--- config.mk ---
export PLATFORM = sky130hd
export DESIGN_NAME = rgb_fade_ctrl
export DESIGN_NICKNAME = d
export VERILOG_FILES = /design/src/rtl/rgb_fade_ctrl.sv
export SDC_FILE = /design/constraint.sdc
export NUM_CORES = 1
export LEC_CHECK = 0
export BUFFER_PORTS_ARGS = -buffer_cell sky130_fd_sc_hd__buf_2
export CORE_MARGIN = 4
export CORE_UTILIZATION = 60
export DETAILED_ROUTE_END_ITERATION = 8
export PLACE_DENSITY = 0.78
export SLEW_MARGIN = 10
export SYNTH_ARGS = -nofsm -noshare
export SYNTH_HDL_FRONTEND = slang
export SYNTH_SLANG_ARGS = --single-unit
export TNS_END_PERCENT = 10
--- constraint.sdc ---
create_clock -name clk -period 4.7 [get_ports clk]
set_clock_uncertainty 0.1 [all_clocks]
set_input_delay 0.94 -clock clk [delete_from_list [all_inputs] [get_ports clk]]
set_output_delay 0.94 -clock clk [all_outputs]
set_load 0.03 [all_outputs]
--- src/rtl/rgb_fade_ctrl.sv ---
// RGB LED PWM sequencer: accepts colour commands over valid/ready and drives the three
// driver PWM inputs, either jumping to the target duty or ramping one step per tick.
module rgb_fade_ctrl #(
   parameter int FREQ     = 8_000_000,
   parameter int PWM_BITS = 8,
   parameter int STEP_HZ  = 1000
) (
   input  logic                    clk,
   input  logic                    rst,
   input  logic                    cmd_valid,
   output logic                    cmd_ready,
   input  logic [3*PWM_BITS-1:0]   cmd_color,
   input  logic                    cmd_instant,
   output logic [2:0]              pwm,
   output logic                    busy,
   output logic                    done
);

   localparam int DIV = FREQ / STEP_HZ;
   localparam int SCW = (DIV > 1) ? $clog2(DIV) : 1;
   localparam logic [PWM_BITS-1:0] PWM_LAST  = {{(PWM_BITS-1){1'b1}}, 1'b0};
   localparam logic [PWM_BITS-1:0] DUTY_ONE  = PWM_BITS'(1);
   localparam logic [SCW-1:0]      STEP_LAST = SCW'(DIV - 1);
   localparam logic [SCW-1:0]      STEP_ONE  = SCW'(1);

   typedef enum logic {IDLE, FADE} state_t;

   state_t                     state_q, state_d;
   logic [2:0][PWM_BITS-1:0]   cur_q, cur_d;
   logic [2:0][PWM_BITS-1:0]   tgt_q, tgt_d;
   logic [2:0][PWM_BITS-1:0]   act_q, act_d;
   logic [2:0][PWM_BITS-1:0]   stepped;
   logic [PWM_BITS-1:0]        pwmCtr_q, pwmCtr_d;
   logic [SCW-1:0]             stepCtr_q, stepCtr_d;
   logic [2:0]                 pwm_q, pwm_d;
   logic                       done_q, done_d;
   logic                       accept;
   logic                       tick;
   logic                       pwmWrap;

   assign cmd_ready = (state_q == IDLE) && !rst;
   assign accept    = cmd_valid && cmd_ready;
   assign tick      = (stepCtr_q == STEP_LAST);
   assign pwmWrap   = (pwmCtr_q == PWM_LAST);
   assign busy      = (state_q == FADE);
   assign pwm       = pwm_q;
   assign done      = done_q;

   // Each channel independently moves one duty step toward its own target.
   always_comb begin
      stepped = cur_q;
      for (int i = 0; i < 3; i++) begin
         if (cur_q[i] < tgt_q[i]) begin
            stepped[i] = cur_q[i] + DUTY_ONE;
         end else if (cur_q[i] > tgt_q[i]) begin
            stepped[i] = cur_q[i] - DUTY_ONE;
         end
      end
   end

   always_comb begin
      state_d   = state_q;
      cur_d     = cur_q;
      tgt_d     = tgt_q;
      stepCtr_d = stepCtr_q;
      done_d    = 1'b0;
      pwmCtr_d  = pwmWrap ? '0 : pwmCtr_q + DUTY_ONE;
      // Duties are only picked up at the period wrap so no period is ever cut short.
      act_d     = pwmWrap ? cur_q : act_q;
      for (int i = 0; i < 3; i++) begin
         pwm_d[i] = (pwmCtr_q < act_q[i]);
      end

      case (state_q)
         IDLE: begin
            if (accept) begin
               if (cmd_instant || (cmd_color == cur_q)) begin
                  cur_d  = cmd_color;
                  done_d = 1'b1;
               end else begin
                  tgt_d     = cmd_color;
                  stepCtr_d = '0;
                  state_d   = FADE;
               end
            end
         end
         FADE: begin
            if (tick) begin
               stepCtr_d = '0;
               cur_d     = stepped;
               if (stepped == tgt_q) begin
                  state_d = IDLE;
                  done_d  = 1'b1;
               end
            end else begin
               stepCtr_d = stepCtr_q + STEP_ONE;
            end
         end
      endcase
   end

   always_ff @(posedge clk) begin
      if (rst) begin
         state_q   <= IDLE;
         cur_q     <= '0;
         tgt_q     <= '0;
         act_q     <= '0;
         pwmCtr_q  <= '0;
         stepCtr_q <= '0;
         pwm_q     <= '0;
         done_q    <= 1'b0;
      end else begin
         state_q   <= state_d;
         cur_q     <= cur_d;
         tgt_q     <= tgt_d;
         act_q     <= act_d;
         pwmCtr_q  <= pwmCtr_d;
         stepCtr_q <= stepCtr_d;
         pwm_q     <= pwm_d;
         done_q    <= done_d;
      end
   end

endmodule

==> impl_results.md, run 1 <==
* Outcome: finished clean
* FF-to-FF End: busy
* Least-Margin Pin Slew at ~1.1 ns
* Setup bufs post-CTS at 0
* Core ar. at 11500 sq um
* Routed WL at 19700 microns
* TritonCTS clock tree: built
* Worst path arrival time at around 4.2 ns
* Max-cap violations at 0
* Critical path required time at 4.85 ns
* Total grt overflow at 0
* Compound-Gate Fraction of Synth Area at 0.207
* Avg Cell Area, Syn at 7.56 sq um
* Cell-by-cell listing of the critical path: inv_2, ha_1, nand4_1, or2_0, a21oi_1, o2111ai_1, a2111oi_0, and4_1, nand4_1, or4_1, a31o_1
* Vias in the first global route at 5942
* Detailed-route via count at 6655
* Placed Instances at 1061
* RSZ-0062 raised after global routing: no
* Max Root-Sink Buffers at 2
* Post-Synth XOR/XNOR Area at 0.0733
* Final period util at 0.852
* Hold_sp: act_q[22]
* Clk root buf: clkbuf_16
* Hold path cells at 2
* Worst r2r path cells at 11
* RePlAce Congestion at around 0.95
* Hpwl dp at approximately 14000 microns
* Worst setup SP type: flip-flop
* DRC viols at 0
* Critical Path Fanout Max at 8
* R2R Setup Slk at between 0.6 and 0.7 ns
* H-tree lvl count at 3
* PwrDens at 311 nW/um^2
* Mux share of post-synthesis cell area at 0.0385
* Detailed Route Iter0 Violations at 660
* Number of vias per cell at 6.18
* Clk Latency, worst-skew pair at 0.36 ns
* Synth Area in Adders at 0.0958
* Initial antenna violation count at 0
* Row cnt at 39
* Setup Viol. Count Final at 0
* Simple-gate share of the synthesized area at 0.244
* #FFs+latches synth at slightly below 100
* Max Slew Vio Count at 0
* TritonCTS Buffers at 9
* Hold buffer count at CTS at 0
* Count of cell types in the netlist at 69
* Post-Syn Area at 7050 sq um
* Setup TNS at 0 ns
* Die height at 116 microns
* Largest family of logic cells by synthesized area: simple AND/OR/NAND/NOR gates
* WS Path Type: flip-flop to flip-flop
* Top FF cell, synth: dfxtp_1
* Antenna fix cells at 0
* CP bufs+invs at 1
* CP Capture Type: flip-flop
* WHS Endpoint: act_q[22]
* Max incr delay on CP at 0.56 ns
* Crit-path most repeated cell: nand4_1
* Yosys warns at 0
* FMAX at 250 MHz
* DIE AREA at 13500 sq um
* Worst VDD drop at 0.381 mV
* Pin count of the biggest net entering global routing at 85
* CP top delay family: simple AND/OR/NAND/NOR gates
* Final Non-Filler Cells at around 1100
* Wirelength per Cell at 18.3 microns
* Synth Instances at 932
* Hold Crit Class: flip-flop to flip-flop
* P_leak at 2.79 nW
* CP max-delay cell: or4_1
* Final Hold Viols at 0
* Remaining antenna violation count at 0
* Synthesis-to-layout area growth at 6.62%
* Asr flop ratio synth at 0
* Clock sinks at between 90 and 100
* Starting Density at 0.615
* Top Ports at 34
* I/O Buffers at 33
* Net Count, Synth at roughly 1000
* Share of layout cells above drive strength 1 at 0.0846
* First-pass GRT wire length at 30900 microns
* Clock transition at the registers of the reported paths at 0.07 ns
* Reg2reg start: cur_q[16]
* Die Wd at roughly 120 microns
* EDFF count, synth at 0
* First-pass DRT Iterations at 6
* Sequential-to-total area share from yosys stat at 0.278
* Slew headroom at 0.282
* GRT Resource Usage Total at 0.292
* Tmin final at 4.01 ns
* Resized cells post-CTS at 0
* Final nets at 1011
[flip-flops by register name (all words and copies together), names as in the netlist]
name	count
pwmCtr_q	8
pwm	3
busy	1
stepCtr_q	13
cur_q	24
act_q	24
done	1
tgt_q	24
[worst max path at each step]
stage | start | endpoint | slack, ns | cells after the start
after floorplan | cur_q[8] | busy | 1.30 | 11
after global placement | cur_q[22] | busy | 1.0 | 10
after detailed placement | cur_q[16] | busy | 0.80 | 11
after CTS | cur_q[16] | busy | 0.79 | 11
after global routing | cur_q[14] | busy | 0.47 | 10
final | cur_q[16] | busy | 0.69 | 11
[power breakdown]
part           internal [W]  leakage [nW]  switching [W]
logic              0.000267          1.85       0.000451
clock network      0.000384         0.143       0.000347
registers          0.000852         0.794      0.0000399
total               0.00150          2.79       0.000839
[Yosys cell counts, types with 9 or more instances]
cell	number	share of area
xnor2_1	40	0.050
dfxtp_1	98	0.28
o21ai_0	28	0.020
a211oi_1	14	0.015
nand4_1	9	0.0080
o31ai_1	11	0.012
nand3_1	22	0.016
inv_1	55	0.029
ha_1	54	0.096
nor2b_1	12	0.011
nor2_1	93	0.050
nor3_1	28	0.020
mux2i_1	26	0.037
a21o_1	15	0.016
o211ai_1	14	0.015
a21oi_1	83	0.059
nand2_1	117	0.062
and3_1	13	0.012
and2_1	9	0.0080
a31oi_1	9	0.0080
a22oi_1	9	0.0096
xor2_1	19	0.024
nor4_1	9	0.0080
clkbuf_1	47	0.025
[per-layer routing]
metal | track usage | share of wire
met1 | 0.387 | 0.44
met2 | 0.488 | 0.46
met3 | 0.0565 | 0.074
met4 | 0.0773 | 0.022
met5 | 0 | 0
[stage by stage]
stage	setup slack [ns]	power, W	util	hold WS [ns]	instance area [sq um]
floorplan	1.30	0.00143	-	0.336	7050
global placement	0.999	0.00161	0.630	0.343	7230
detailed placement	0.800	0.00161	0.630	0.347	7230
CTS	0.789	0.00234	0.655	0.357	7520
global route	0.467	0.00245	0.655	0.376	7520
finish	0.694	0.00234	0.655	0.356	7520
[layout make-up]
type                       instances  area [sq um]
multi-input combinational        721          4640
fill                            1030          3950
sequential                        98          1960
clock buffer                      11           243
timing repair buffer              42           233
inverter                          57           214
tap                              143           179
clock inverter                     5          46.3
[cells by family (layout without fill, tap and decap cells)]
| logic type | after synthesis | after routing |
|---|---|---|
| compound gates | 223 | 223 |
| simple gates | 358 | 358 |
| flops | 98 | 98 |
| xor+xnor | 59 | 59 |
| mux | 27 | 27 |
| fa+ha+maj | 54 | 54 |
| buf+inv | 113 | 115 |
[cell usage in the layout (no fill, tap or decap), types with 19 or more instances in the layout]
cell type and count:
a21oi_1 83, ha_1 54, buf_2 33, xor2_1 19, dfxtp_1 98, mux2i_1 26
nand3_1 22, nor2_1 93, xnor2_1 40, nand2_1 117, o21ai_0 28, nor3_1 28
inv_1 55
[worst register-to-register path: stages, from the launching register on]
cell       delay [ns]
dfxtp_1          0.53
inv_2            0.11
ha_1             0.30
nand4_1          0.16
or2_0            0.38
a21oi_1          0.42
o2111ai_1        0.25
a2111oi_0        0.50
and4_1           0.25
nand4_1          0.11
or4_1            0.56
a31o_1           0.24
Power figures use the tool's default switching activity.
==> run 2, diff against run 1 <==
==> constraint.sdc (replaced) <==
create_clock -name clk -period 4.7 [get_ports clk]
set_clock_uncertainty 0.1 [all_clocks]
set_input_delay 0.94 -clock clk [delete_from_list [all_inputs] [get_ports clk]]
set_output_delay 0.94 -clock clk [all_outputs]
set_load 0.05 [all_outputs]
==> impl_results.md, run 2 (synthesized netlist as in run 1, its figures left out) <==
* Outcome: finished clean
* DRC viols at 0 (unchanged)
* Resized cells post-CTS at 0 (unchanged)
* TritonCTS Buffers at 9 (unchanged)
* Detailed Route Iter0 Violations at 635 (-3.8%)
* Tmin final at 4.04 ns (+0.0380 ns)
* PwrDens at 320 nW/um^2 (+2.7%)
* Most common cell after layout, fill and taps aside: nand2_1
* Hold buffer count at CTS at 0 (unchanged)
* Total grt overflow at 0 (unchanged)
* Hold_ws at 0.355 ns (-0.00107 ns)
* P_int at 0.00155 W (+2.9%)
* Final core utilization at 0.658 (+0.00251)
* Largest registers: act_q x24, cur_q x24, tgt_q x24
* Starting Density at 0.615 (unchanged)
* Most frequent cells in the layout: nand2_1, dfxtp_1, nor2_1, a21oi_1, inv_1
* Initial antenna violation count at 0 (unchanged)
* Row cnt at 39 (unchanged)
* Comb power frac at 0.301 (-0.006)
* Final Hold Viols at 0 (unchanged)
* Slew headroom at 0.259 (-0.0231)
* Core ar. at 11500 sq um (unchanged)
* Setup bufs post-CTS at 0 (unchanged)
* Clk pwr share at 0.330 (+0.018)
* Critical Path Fanout Max at 11 (+3)
* Reg power frac at 0.370 (-0.011)
* Total power at 0.00241 W (+3.1%)
* Wirelength per Cell at 18.5 microns (+1.3%)
* Worst VDD drop at 0.421 mV (+11%)
* Die Wd at 116 microns (unchanged)
* First-pass DRT Iterations at 5 (-1)
* Setup TNS at 0 ns (unchanged)
* Remaining antenna violation count at 0 (unchanged)
* RSZ-0062 raised after global routing: no
* Top Ports at 34 (unchanged)
* Final nets at 1011 (unchanged)
* Share of layout cells above drive strength 1 at 0.0857 (+0.00107)
* WS Path Type: flip-flop to flip-flop
* Worst setup SP type: flip-flop
* Max Root-Sink Buffers at 2 (unchanged)
* Clock transition at the registers of the reported paths at 0.07 ns (about the same)
* Setup Viol. Count Final at 0 (unchanged)
* Critical path required time at 4.86 ns (about the same)
* Hold Crit Class: flip-flop to flip-flop
* Vias in the first global route at 6130 (+3.2%)
* GRT Resource Usage Total at 0.304 (+0.0115)
* Least-Margin Pin Slew at 1.10 ns (+0.0343 ns)
* Routed WL at 19900 microns (+1.3%)
* Clk root buf: clkbuf_16
* First-pass GRT wire length at 31900 microns (+3.0%)
* Worst path arrival time at 4.20 ns (+0.04 ns)
* I/O Buffers at 33 (unchanged)
* Filler Cells Inserted at 1005 (-2.4%)
* Antenna fix cells at 0 (unchanged)
* Die height at 116 microns (unchanged)
* CP Capture Type: flip-flop
* Final period util at 0.860 (+0.00809)
* Pin count of the biggest net entering global routing at 85 (unchanged)
* DIE AREA at 13500 sq um (unchanged)
* RePlAce Congestion at 0.973 (+2.2%)
* Clock sinks at 98 (unchanged)
* TritonCTS clock tree: built
* Detailed-route via count at 6677 (+0.33%)
* Max-cap violations at 0 (unchanged)
* Clk Latency, worst-skew pair at 0.36 ns (about the same)
* Max Slew Vio Count at 0 (unchanged)
* Design area at 7540 sq um (+0.38%)
* Post-DP Area at 7230 sq um (unchanged)
* Psw at 0.000866 W (+3.3%)
* Synthesis-to-layout area growth at 7.03%
* FMAX at 247 MHz (-0.94%)
* Hpwl dp at 14200 microns (+0.65%)
* Number of vias per cell at 6.20 (+0.33%)
* P_leak at 2.80 nW (+0.47%)
* Switch share at 0.359 (+0.000730)
* H-tree lvl count at 3 (unchanged)
[run 2: changes by cell type in the layout (fill, tap and decap cells not counted), sizes merged]
cell,before,now
inv,59,60
bufinv,0,1
clkbuf,11,9
[run 2: worst max-delay path, stage by stage (launching register included)]
cell	delay, ns
dfxtp_1	0.42
ha_1	0.35
nand2_1	0.06
o21ai_0	0.86
or4_1	0.27
o2111ai_1	0.13
a2111oi_0	0.57
and4_1	0.28
nand4_1	0.11
or4_1	0.57
a31o_1	0.23
[run 2: path summary, 6_finish.rpt]
| kind | slack [ns] | depth (start not counted) | end | startpoint |
|---|---|---|---|---|
| worst max-delay path | 0.66 | 10 | busy | cur_q[14] |
| worst min-delay path | 0.36 | 2 | act_q[19] | act_q[19] |
| worst max register to register | 0.66 | 10 | busy | cur_q[14] |
| worst min register to register | 0.36 | 2 | act_q[19] | act_q[19] |
[run 2: per-stage QoR]
stage	setup slack, ns	cells
after floorplan	1.30	932
after global placement	0.956	1061
after detailed placement	0.822	1061
after CTS	0.722	1077
after global routing	0.508	1077
final	0.656	1077
[run 2: cell type report]
class,count,area (sq um),area share
Clock buffer,9,225,0.0299
Multi-Input combinational cell,721,4640,0.615
Tap cell,143,179,0.0237
Timing Repair Buffer,42,233,0.0308
Inverter,57,214,0.0284
Clock inverter,7,92.6,0.0123
Sequential cell,98,1960,0.260
[run 2: power groups by stage]
| stage | registers [W] | logic, W | clock network, W |
|---|---|---|---|
| after global routing | 0.000895 | 0.000791 | 0.000841 |
| after global placement | 0.000909 | 0.000714 | 0 |
| after detailed placement | 0.000910 | 0.000706 | 0 |
| after floorplan | 0.000899 | 0.000539 | 0 |
| final | 0.000892 | 0.000725 | 0.000795 |
| after CTS | 0.000890 | 0.000712 | 0.000808 |
[run 2: routing by layer]
layer,global-route usage,share of wire
met4,0.145,0.041
met3,0.0575,0.075
met5,0,0
met1,0.401,0.43
met2,0.478,0.45
==> run 3, diff against run 2 <==
ABC_AREA = 1   (was default)
==> impl_results.md, run 3 <==
* P_leak at 3.20 nW (+14%)
* Sequential-to-total area share from yosys stat at 0.290 (+0.0119)
* Hold Crit Class: flip-flop to flip-flop
* Detailed Route Iter0 Violations at 399 (-37%)
* Hold_sp: act_q[22]
* FF-to-FF End: done
* First-pass GRT wire length at 27200 microns (-15%)
* Setup TNS at 0 ns (unchanged)
* Slew headroom at 0.249 (-0.0101)
* Resized cells post-CTS at 0 (unchanged)
* Routed WL at 16200 microns (-19%)
* Post-Syn Area at 6760 sq um (-4.1%)
* Cell-by-cell listing of the critical path: buf_4, nor2_1, buf_2
* Die height at 114 microns (-1.9%)
* Hold buffer count at CTS at 0 (unchanged)
* FMAX at 362 MHz (+46%)
* Tmin final at 2.76 ns (-1.28 ns)
* Share of layout cells above drive strength 1 at 0.0933 (+0.00767)
* Clk root buf: clkbuf_16
* Outcome: finished clean
* Number of vias per cell at 5.54 (-11%)
* Worst VDD drop at 0.269 mV (-36%)
* I/O Buffers at 33 (unchanged)
* Reg2reg start: cur_q[0]
* Worst r2r path cells at 17 (+7)
* CP bufs+invs at 2 (+2)
* Leading post-synthesis cells by cell area: dfxtp_1, nand2_1, ha_1, nand3_1, a21oi_1
* Filler Cells Inserted at 1039 (+3.4%)
* Setup bufs post-CTS at 0 (unchanged)
* Final core utilization at 0.663 (+0.00465)
* Simple-gate share of the synthesized area at 0.307 (+0.0639)
* DIE AREA at 13000 sq um (-3.8%)
* Initial antenna violation count at 0 (unchanged)
* Final period util at 0.588 (-0.273)
* Synth Area in Adders at 0.0999 (+0.00410)
* First-pass DRT Iterations at 5 (unchanged)
* CP max-delay cell: dfxtp_1
* Critical Path Fanout Max at 18 (+7)
* Post-Synth XOR/XNOR Area at 0.0298 (-0.0435)
* RSZ-0062 raised after global routing: no
* GRT Resource Usage Total at 0.258 (-0.0459)
* RePlAce Congestion at 0.908 (-6.7%)
* Max Slew Vio Count at 0 (unchanged)
* Final Hold Viols at 0 (unchanged)
* Compound-Gate Fraction of Synth Area at 0.177 (-0.0300)
* Worst path arrival time at 1.72 ns (-2.48 ns)
* Synth Instances at 1004 (+7.7%)
* Pin count of the biggest net entering global routing at 44 (-48%)
* Remaining antenna violation count at 0 (unchanged)
* DRC viols at 0 (unchanged)
* Max incr delay on CP at 0.68 ns (-0.18 ns)
* Starting Density at 0.618 (+0.00346)
* Setup Viol. Count Final at 0 (unchanged)
* Antenna fix cells at 0 (unchanged)
* WS Path Type: flip-flop to output pin
* Net Count, Synth at 1086 (+7.1%)
* Total grt overflow at 0 (unchanged)
* Clk Latency, worst-skew pair at 0.35 ns (about the same)
* Largest registers: act_q x24, cur_q x24, tgt_q x24
* Max-cap violations at 0 (unchanged)
* Post-DP Area at 6930 sq um (-4.1%)
* Top FF cell, synth: dfxtp_1
* TritonCTS clock tree: built
* Asr flop ratio synth at 0 (unchanged)
* Most common cell after layout, fill and taps aside: nand2_1
* Synthesis-to-layout area growth at 7.18%
* PwrDens at 352 nW/um^2 (+10%)
* Clock transition at the registers of the reported paths at 0.07 ns (about the same)
* Count of cell types in the netlist at 45 (-35%)
* Vias in the first global route at 5825 (-5.0%)
* Core ar. at 10900 sq um (-4.6%)
* Design area at 7250 sq um (-4.0%)
* Most frequent cells in the layout: nand2_1, inv_1, nand3_1, dfxtp_1, a21oi_1
* Largest family of logic cells by synthesized area: simple AND/OR/NAND/NOR gates
* Least-Margin Pin Slew at 1.13 ns (+0.0255 ns)
* Die Wd at 114 microns (-1.9%)
* Area leader, netlist: dfxtp_1
* Critical path required time at 3.66 ns (-1.20 ns)
* Mux share of post-synthesis cell area at 0 (-0.0385)
* TritonCTS Buffers at 9 (unchanged)
* Worst setup SP type: flip-flop
* Yosys warns at 0 (unchanged)
* CP Capture Type: output pin
* Hold path cells at 2 (unchanged)
* #FFs+latches synth at 98 (unchanged)
* WHS Endpoint: act_q[22]
* Post-synth top area share at 0.290 (+0.0119)
* DP Worst Slack at 1.63 ns (+0.811 ns)
* Max Root-Sink Buffers at 2 (unchanged)
* Hpwl dp at 11900 microns (-16%)
* EDFF count, synth at 0 (unchanged)
* Wirelength per Cell at 14.0 microns (-24%)
* H-tree lvl count at 3 (unchanged)
* Final nets at 1095 (+8.3%)
* Top cells by count, synth: nand2_1, inv_1, nand3_1
* Cell with the most instances after synthesis: nand2_1
* CP top delay family: flip-flops
* Top Ports at 34 (unchanged)
* Detailed-route via count at 6412 (-4.0%)
* R2R Setup Slk at 1.94 ns (+1.28 ns)
* Clock sinks at 98 (unchanged)
* Row cnt at 38 (-2.6%)
* Setup slack after layout at 1.94 ns (+1.28 ns)
* Avg Cell Area, Syn at 6.73 sq um (-11%)
==> run 3: area by class of cell <==
cell class                 count  area [sq um]  share of cell area
sequential                    98          1960               0.271
tap                          140           175              0.0242
inverter                     115           434              0.0599
multi-input combinational    751          4160               0.574
timing repair buffer          38           203              0.0280
clock inverter                 4          48.8             0.00673
clock buffer                  12           267              0.0368
==> run 3: cells by family after synthesis <==
group / after synthesis
compound gates: 221
xor+xnor: 23
fa+ha+maj: 54
buf+inv: 155
flops: 98
simple gates: 453
==> run 3: report_power, final <==
| part | switching, W | internal, W | leakage, nW | total [W] |
|---|---|---|---|---|
| clock | 0.000324 | 0.000456 | 0.159 | 0.000779 |
| sequential | 0.0000602 | 0.000866 | 0.797 | 0.000927 |
| combinational | 0.000549 | 0.000297 | 2.24 | 0.000846 |
==> run 3: tightest hold or removal path, delay by kind of cell, from the launching register on <==
kind,cells,cell delay (ns)
flip-flops,1,0.30
buffers and inverters,1,0.06
AO/OA/AOI/OAI,1,0.06
==> run 3: how the worst max path moves through the flow <==
stage          cells after the start          start  slack (ns)            to
2_1_floorplan                      1            rst        2.05     cmd_ready
3_3_place_gp                      11  cmd_color[23]        1.67  stepCtr_q[5]
3_5_place_dp                      11  cmd_color[23]        1.63  stepCtr_q[5]
4_1_cts                            3            rst        1.93     cmd_ready
5_1_grt                           19       cur_q[0]        1.69          done
6_report                           3           busy        1.94     cmd_ready
==> run 3: routing by layer <==
metal	track usage	wire, microns
met4	0.102	396
met1	0.342	7610
met3	0.0317	832
met5	0	0
met2	0.426	7380
==> run 3: metrics by stage <==
step                hold slack, ns  std cells  power (W)
floorplan                    0.330       1004    0.00163
detailed placement           0.354       1142    0.00179
finish                       0.361       1158    0.00255
CTS                          0.365       1158    0.00256
global route                 0.378       1158    0.00273
global placement             0.342       1142    0.00178
